===== config.mk =====
export PLATFORM = sky130hd
export DESIGN_NAME = fft_reorder_buf
export DESIGN_NICKNAME = d
export VERILOG_FILES = /design/src/rtl/fft_reorder_buf_pkg.sv /design/src/rtl/fft_reorder_buf_ram.sv /design/src/rtl/fft_reorder_buf.sv
export SDC_FILE = /design/constraint.sdc
export NUM_CORES = 1
export LEC_CHECK = 0
export CORE_MARGIN = 4
export CORE_UTILIZATION = 60
export CTS_CLUSTER_DIAMETER = 50
export DETAILED_ROUTE_END_ITERATION = 6
export GPL_TIMING_DRIVEN = 0
export MAX_ROUTING_LAYER = met4
export PLACE_DENSITY = 0.79
export SKIP_LAST_GASP = 1
export SLEW_MARGIN = 30
export SYNTH_ARGS = -nofsm -noshare
export SYNTH_HDL_FRONTEND = slang
export SYNTH_SLANG_ARGS = --single-unit
export TNS_END_PERCENT = 10

===== constraint.sdc =====
create_clock -name clk -period 5.7 [get_ports clk]
set_input_delay 0.57 -clock clk [delete_from_list [all_inputs] [get_ports clk]]
set_output_delay 0.57 -clock clk [all_outputs]
set_load 0.01 [all_outputs]

===== src/rtl/fft_reorder_buf_pkg.sv =====
// fft_reorder_buf_pkg: shared defaults, read-FSM state encoding and bit-reverse helper
package fft_reorder_buf_pkg;
   localparam int N_DEF      = 16;
   localparam int POINTS_DEF = 8;
   localparam int LOG2P_DEF  = 3;
   typedef enum logic {IDLE = 1'b0, DRAIN = 1'b1} rd_state_t;
   function automatic logic [31:0] bitrev(input logic [31:0] v, input int w);
      logic [31:0] r;
      r = '0;
      for (int i = 0; i < w; i++) r[i] = v[w-1-i];
      return r;
   endfunction
endpackage


===== src/rtl/fft_reorder_buf_ram.sv =====
// fft_reorder_buf_ram: 2 x POINTS x N register array, one write port, asynchronous read port
module fft_reorder_buf_ram
   import fft_reorder_buf_pkg::*;
#(
   parameter int N      = N_DEF,
   parameter int POINTS = POINTS_DEF,
   parameter int LOG2P  = LOG2P_DEF
) (
   input  logic             clk,
   input  logic             we,
   input  logic             wr_bank,
   input  logic [LOG2P-1:0] wr_addr,
   input  logic [N-1:0]     wr_data,
   input  logic             rd_bank,
   input  logic [LOG2P-1:0] rd_addr,
   output logic [N-1:0]     rd_data
);
   logic [N-1:0] mem [2][POINTS];
   always_ff @(posedge clk)
      if (we) mem[wr_bank][wr_addr] <= wr_data;
   assign rd_data = mem[rd_bank][rd_addr];
endmodule


===== src/rtl/fft_reorder_buf.sv =====
// fft_reorder_buf: ping-pong bit-reversed to natural-order reorder buffer with valid/ready output.
// Optional sticky drop flag port ovf when FFT_REORDER_OVF_EN is defined.
module fft_reorder_buf
   import fft_reorder_buf_pkg::*;
#(
   parameter int N      = N_DEF,
   parameter int POINTS = POINTS_DEF,
   parameter int LOG2P  = LOG2P_DEF
) (
   input  logic         clk,
   input  logic         clear,
   input  logic         in_valid,
   input  logic [N-1:0] in_data,
   output logic         in_ready,
   output logic         out_valid,
   input  logic         out_ready,
   output logic [N-1:0] out_data,
   output logic         out_last
`ifdef FFT_REORDER_OVF_EN
   ,
   output logic         ovf
`endif
);
   localparam logic [LOG2P-1:0] LAST = LOG2P'(POINTS - 1);
   rd_state_t        state, state_nxt;
   logic [LOG2P-1:0] wr_cnt, rd_cnt, wr_addr;
   logic             wr_bank, rd_bank;
   logic [1:0]       bank_full;
   logic [N-1:0]     rd_data;
   logic             acc, rd_done;
   assign in_ready  = ~bank_full[wr_bank];
   assign acc       = in_valid & in_ready;
   assign wr_addr   = LOG2P'(bitrev(32'(wr_cnt), LOG2P));
   assign out_valid = state == DRAIN;
   assign rd_done   = out_valid & out_ready & (rd_cnt == LAST);
   assign out_data  = out_valid ? rd_data : '0;
   assign out_last  = out_valid & (rd_cnt == LAST);
   fft_reorder_buf_ram #(.N(N), .POINTS(POINTS), .LOG2P(LOG2P)) u_ram (
      .clk(clk), .we(acc), .wr_bank(wr_bank), .wr_addr(wr_addr), .wr_data(in_data),
      .rd_bank(rd_bank), .rd_addr(rd_cnt), .rd_data(rd_data)
   );
   always_ff @(posedge clk or posedge clear)
      if (clear) state <= IDLE;
      else state <= state_nxt;
   always_comb begin
      state_nxt = state;
      state_nxt = (state == IDLE) ? (bank_full[rd_bank] ? DRAIN : IDLE) : (rd_done ? IDLE : DRAIN);
   end
   // a write filling one bank and a read releasing the other bank may land on the same edge
   always_ff @(posedge clk or posedge clear)
      if (clear) begin
         wr_cnt    <= '0;
         rd_cnt    <= '0;
         wr_bank   <= 1'b0;
         rd_bank   <= 1'b0;
         bank_full <= '0;
      end else begin
         if (acc) begin
            wr_cnt <= wr_cnt + 1'b1;
            if (wr_cnt == LAST) begin
               bank_full[wr_bank] <= 1'b1;
               wr_bank            <= ~wr_bank;
            end
         end
         if (state == IDLE) rd_cnt <= '0;
         else if (out_ready) rd_cnt <= rd_cnt + 1'b1;
         if (rd_done) begin
            bank_full[rd_bank] <= 1'b0;
            rd_bank            <= ~rd_bank;
         end
      end
`ifdef FFT_REORDER_OVF_EN
   always_ff @(posedge clk or posedge clear)
      if (clear) ovf <= 1'b0;
      else if (in_valid && !in_ready) ovf <= 1'b1;
`endif
endmodule


* Yosys cells after proc, flatten, opt, wreduce, memory -nomap -nowiden
Memories as Yosys holds them, arrays and structs flattened.
Cells that the tools add are included.
** Operators by class
- $add $sub $neg :: 2
- $lt $le $gt $ge :: 7
- Equality and inequality tests :: 3
- Mux-type cells :: 24
- Bitwise operators :: 12
- Reduce and logical (&&, ||, !) cells :: 4
** Operator list (count)
- 2-to-1 mux 128 bit :: 1
- 2-to-1 mux 16 bit :: 4
- binary-select mux 16 bit (select 3 bit) :: 1
- demux 16 bit (select 3 bit) :: 1
- 2-to-1 mux 1 bit :: 10
- greater-or-equal comparator 4 bit (second input constant) :: 2
- NOT 3 -> 4 bit :: 2
- adder 3 x 1 -> 3 bit (second input constant) :: 2
- == test 3 bit (second input constant) :: 2
- 2-to-1 mux 2 bit :: 3
- 2-to-1 mux 3 bit :: 2
- bitwise AND 1 bit :: 4
- < comparator 1 x 2 -> 1 bit (second input constant) :: 2
- < comparator 4 x 1 -> 1 bit (second input constant) :: 1
- logical AND 1 bit :: 3
- NOT 1 bit :: 3
- bitwise AND 2 bit :: 1
- demux 1 bit (select 1 bit) :: 2
- greater-or-equal comparator 1 bit (second input constant) :: 2
- inequality test 2 bit (second input constant) :: 1
- NOT 2 bit :: 1
- bitwise OR 2 bit :: 1
- AND reduction 2 bit :: 1
** Storage, ports and cells
- Register bits :: 11
- Memory bits (writable) :: 256
- Input bits :: 20
- Output and inout port bits :: 19
- Word-level logic and storage cells :: 59
- Memories :: 1
** Memory list
- u_ram.mem :: words 2, bits a word 128, read ports 1, clocked after memory_dff 0, wr ports 1, line fft_reorder_buf_ram.sv:18 : logic [N-1:0] mem [2][POINTS];

* Longest topological paths before layout
- Word-level depth :: 9
- Gate-level depth with buffers :: 8
- Mapped depth without buffers :: 5

* By module
A second synthesis with hierarchy kept.
** Second synthesis, totals
- Cell total of the unflattened synthesis :: 480
- Area, all modules :: 10412.5 µm²
** By module, submodules not included
- fft_reorder_buf_ram :: instances 1, cells each 421, area an instance 9786.9 µm², sequential area each 7687.4 µm²
- fft_reorder_buf :: instances 1, cells each 59, area an instance 625.6 µm², sequential area each 275.3 µm²

* Least setup slack after synthesis
OpenSTA, ideal clock, no wires.
- Kind :: input to register
- Start :: in in_valid
- End :: mem u_ram.mem[1][80] (netlist name) (enable)
- Arrival :: 2106 ps
- Data required time :: 5291 ps
- Path slack :: 3184 ps
- Cell stages on the path :: 3
- Cell sequence :: clkbuf_1 nand2_1 nor3_1
** On the way
- Word-level cells in the longest chain between the ends :: 3
** RTL lines
- start: declaration :: line fft_reorder_buf.sv:12 : input logic in_valid,
- bitwise AND 1 bit :: line fft_reorder_buf.sv:32 : assign acc = in_valid & in_ready;
- 2-to-1 mux 1 bit :: line fft_reorder_buf_ram.sv:20 : if (we) mem[wr_bank][wr_addr] <= wr_data;
- 2-to-1 mux 128 bit (implied by the code) :: line fft_reorder_buf_ram.sv:20
- end: declaration :: line fft_reorder_buf_ram.sv:18
Every way passes these cells.

* Final worst setup path
- Start :: reg rd_cnt[0]
- End :: out out_data[1]
** On the way
- Word-level cells in the longest chain between the ends :: 5
** RTL lines
- start: declaration :: line fft_reorder_buf.sv:26 : logic [LOG2P-1:0] wr_cnt, rd_cnt, wr_addr;
- start signal: assignment :: line fft_reorder_buf.sv:66 : else if (out_ready) rd_cnt <= rd_cnt + 1'b1;
- NOT 3 -> 4 bit (implied by the code) :: line fft_reorder_buf_ram.sv:21 : assign rd_data = mem[rd_bank][rd_addr];
- binary-select mux 16 bit (select 3 bit) :: line fft_reorder_buf_ram.sv:21
- 2-to-1 mux 16 bit (implied by the code) (2 in a row) :: line fft_reorder_buf_ram.sv:21
- 2-to-1 mux 16 bit :: line fft_reorder_buf.sv:36 : assign out_data = out_valid ? rd_data : '0;
- end: declaration :: line fft_reorder_buf.sv:17 : output logic [N-1:0] out_data,
Every way passes these cells. The select of a mux whose other input is x is not followed.

==> results.sh <==
export IMPL_io_buffers=36
export IMPL_outcome="complete, no violations"
export IMPL_hpwlAfterDp_um=13900
export IMPL_postRouteWirelength_um=23400
export IMPL_tightest_slew_ps=831
export IMPL_fin_area_um2=12400
export IMPL_grt_pass1_vias=5599
export IMPL_p_int_mw=4.39
export IMPL_clock_sinks=267
export IMPL_ys_ff_latch=267
export IMPL_die_x_um=141
export IMPL_swShare=0.309
export IMPL_clkPwrFrac=0.274
export IMPL_layout_common_cells="edfxtp_1, mux2i_1, clkdlybuf4s50_1, mux4_2, clkbuf_16"
export IMPL_post_cts_resized=0
export IMPL_period_share=0.645
export IMPL_cts_tree="yes"
export IMPL_coreArea_um2=17400
export IMPL_wire_per_inst_um=27.5
export IMPL_placed_cell_area_um2=11500
export IMPL_netSwitchingPower_mw=1.97
export IMPL_grt_pass1_wl_um=34700
export IMPL_post_synth_cell_area_avg_um2=20.2
export IMPL_syn_to_final_growth_pct=16.5
export IMPL_crit_type="register to output port"
export IMPL_post_route_drc_count=0
export IMPL_start_util=0.614
export IMPL_synth_compound_area_frac=0.0337
export IMPL_cts_hold_buf=0
export IMPL_die_height_um=141
export IMPL_fin_crit_ps=3670
export IMPL_ant_nets=0
export IMPL_setup_viol=0
export IMPL_fp_row_count=48
export IMPL_worst_ep_required_time_ps=5130
export IMPL_rsz0062_at_grt="false"
export IMPL_seq_power_share=0.379
export IMPL_gp_congestion=0.839
export IMPL_hold_class="primary input to asynchronous set/reset pin"
export IMPL_dr_pass1_iters=5
export IMPL_synthAdderAreaFrac=0.00939
export IMPL_cts_buffers=27
export IMPL_powerDensity_nw_per_um2=512
export IMPL_r2r_cells=4
export IMPL_synth_simple_area_share=0.0305
export IMPL_cts_setup_buffers=0
export IMPL_overflow=0
export IMPL_vias=5464
export IMPL_nets=630
export IMPL_grtUsageTotal=0.245
export IMPL_ys_seq_area_frac=0.747
export IMPL_grt_max_degree=17
export IMPL_yosysWarnings=0
export IMPL_netlist_instances=527
export IMPL_fin_setup_tns_ps=0
export IMPL_fmax_ghz=0.272
export IMPL_synth_top_family_by_area="multiplexers"
export IMPL_drt_iter0_drc=535
export IMPL_slew_headroom=0.446
export IMPL_start_kind="register"
export IMPL_synthesis_nets=555
export IMPL_synth_area_mux_share=0.151
export IMPL_total_leakage_power_nw=4.15
export IMPL_endpoint_kind="output port"
export IMPL_cts_root_buf="clkbuf_16"
export IMPL_vdd_drop_max_uv=340
export IMPL_fin_skew_ps=18.2
export IMPL_worstSkewPairLatency_ps=530
export IMPL_worstReg2RegEnd="u_ram.mem[1][42]"
export IMPL_syn_area_um2=10700
export IMPL_hold_viol=0
export IMPL_cp_arrival_ps=3100
export IMPL_maxCapViolCount=0
export IMPL_pwr_share_comb=0.347
export IMPL_drv_slew=0
export IMPL_h_tree_depth=1
export IMPL_via_per_inst=6.44
export IMPL_crit_fanout=10
export IMPL_drive_gt1_frac=0.186
export IMPL_ios=39
export IMPL_path_clk_slew_ps=60
export IMPL_num_antenna_cells=0
export IMPL_regToRegSetupSlack_ps=3170
export IMPL_antenna_found_initial=0
export IMPL_synth_xor_area_frac=0.00329
export IMPL_die_area_um2=20000
export IMPL_timing_rr_start="wr_bank"
export IMPL_clockBufferDepth=3
export IMPL_yosysUniqueCellTypes=37
export IMPL_final_common_cell="edfxtp_1"
## critical path, cell delays in order (launching register included)
cell and delay [ps]:
dfrtp_1 410, buf_2 320, nor2_1 200, clkbuf_1 310, a22o_1 300, o32ai_1 390, clkdlybuf4s50_1 630
## state kept, by name (all words and copies together) (netlist names)
name and flops:
u_ram.mem 256, wr_cnt 3, bank_full 2, rd_cnt 3
rd_bank 1, wr_bank 1, out_valid 1
## metrics by stage
stage | power, mW | util | hold slack, ps | cells | setup slack, ps
after floorplan | 3.78 | - | 422 | 527 | 3180
after global placement | 4.50 | 0.651 | 510 | 788 | 1920
after detailed placement | 4.62 | 0.664 | 531 | 798 | 2630
after CTS | 6.37 | 0.715 | 357 | 848 | 2040
after global routing | 6.60 | 0.715 | 391 | 848 | 1940
final | 6.36 | 0.715 | 358 | 848 | 2030
## worst max-delay path by stage
stage | from | endpoint | slack, ps | cells past startpoint
floorplan | in_valid | u_ram.mem[1][80] | 3180 | 3
global placement | in_valid | u_ram.mem[1][59] | 1920 | 3
detailed placement | rd_cnt[1] | out_data[7] | 2630 | 7
CTS | rd_cnt[1] | out_data[13] | 2040 | 7
global route | rd_cnt[1] | out_data[11] | 1940 | 7
finish | rd_cnt[0] | out_data[1] | 2030 | 6
## power by group through the flow
| stage | logic [mW] | registers (mW) | clock network [mW] |
|---|---|---|---|
| floorplan | 1.36 | 2.42 | 0 |
| global placement | 2.07 | 2.43 | 0 |
| detailed placement | 2.18 | 2.45 | 0 |
| CTS | 2.20 | 2.41 | 1.76 |
| global route | 2.33 | 2.42 | 1.85 |
| finish | 2.21 | 2.41 | 1.74 |
## cell usage after synthesis
cell,instances,area (um2)
nand2b_1,5,31.3
a22o_1,11,96.3
o211ai_1,2,15.0
inv_1,4,15.0
or2_2,1,6.26
buf_2,6,30.0
xnor2_1,3,26.3
buf_6,4,45.0
nor3_1,4,20.0
o32ai_1,11,96.3
mux2i_1,56,561
nor2_1,14,52.6
dfrtp_1,11,275
or3_1,2,12.5
a31oi_1,2,12.5
a211oi_1,3,22.5
xor2_1,1,8.76
o22a_1,1,8.76
buf_1,1,3.75
buf_4,2,15.0
nor2b_1,15,93.8
o21a_1,1,7.51
mux2_2,2,22.5
and2_1,4,25.0
nand3_1,4,20.0
mux4_2,29,653
edfxtp_1,256,7690
buf_12,6,120
a21oi_1,6,30.0
o21ai_0,1,5.00
ha_1,8,100
clkbuf_1,11,41.3
nand2_1,17,63.8
a221oi_1,2,17.5
mux4_1,14,368
a22oi_1,5,37.5
o21ai_1,2,10.0
## layout make-up
cell class	instances	area [um2]
flip-flops and latches	267	7960
fillers	995	4950
multi-input cells	226	2530
clock buffers	36	729
repair buffers	46	479
well taps	225	282
plain buffers	30	255
clock inverters	14	154
inverters	4	15.0
## metal layers
| layer | share of wire | GRT usage | vias to the layer above |
|---|---|---|---|
| li1 | - | - | 2311 |
| met1 | 0.39 | 0.331 | 2834 |
| met2 | 0.51 | 0.400 | 264 |
| met3 | 0.073 | 0.0354 | 55 |
| met4 | 0.024 | 0.0678 | 0 |
| met5 | 0 | - | - |
## cell families (layout without fill, tap and decap cells)
| logic type | after synthesis | after routing |
|---|---|---|
| AOI/OAI and AO/OA | 47 | 47 |
| xor gates and xnor gates | 4 | 4 |
| adders and majority gates | 8 | 8 |
| buffers and inverters | 34 | 130 |
| DFF | 267 | 267 |
| muxes | 101 | 101 |
| and+or+nand+nor | 66 | 66 |
Note: power is estimated with default switching activity, not from simulation.
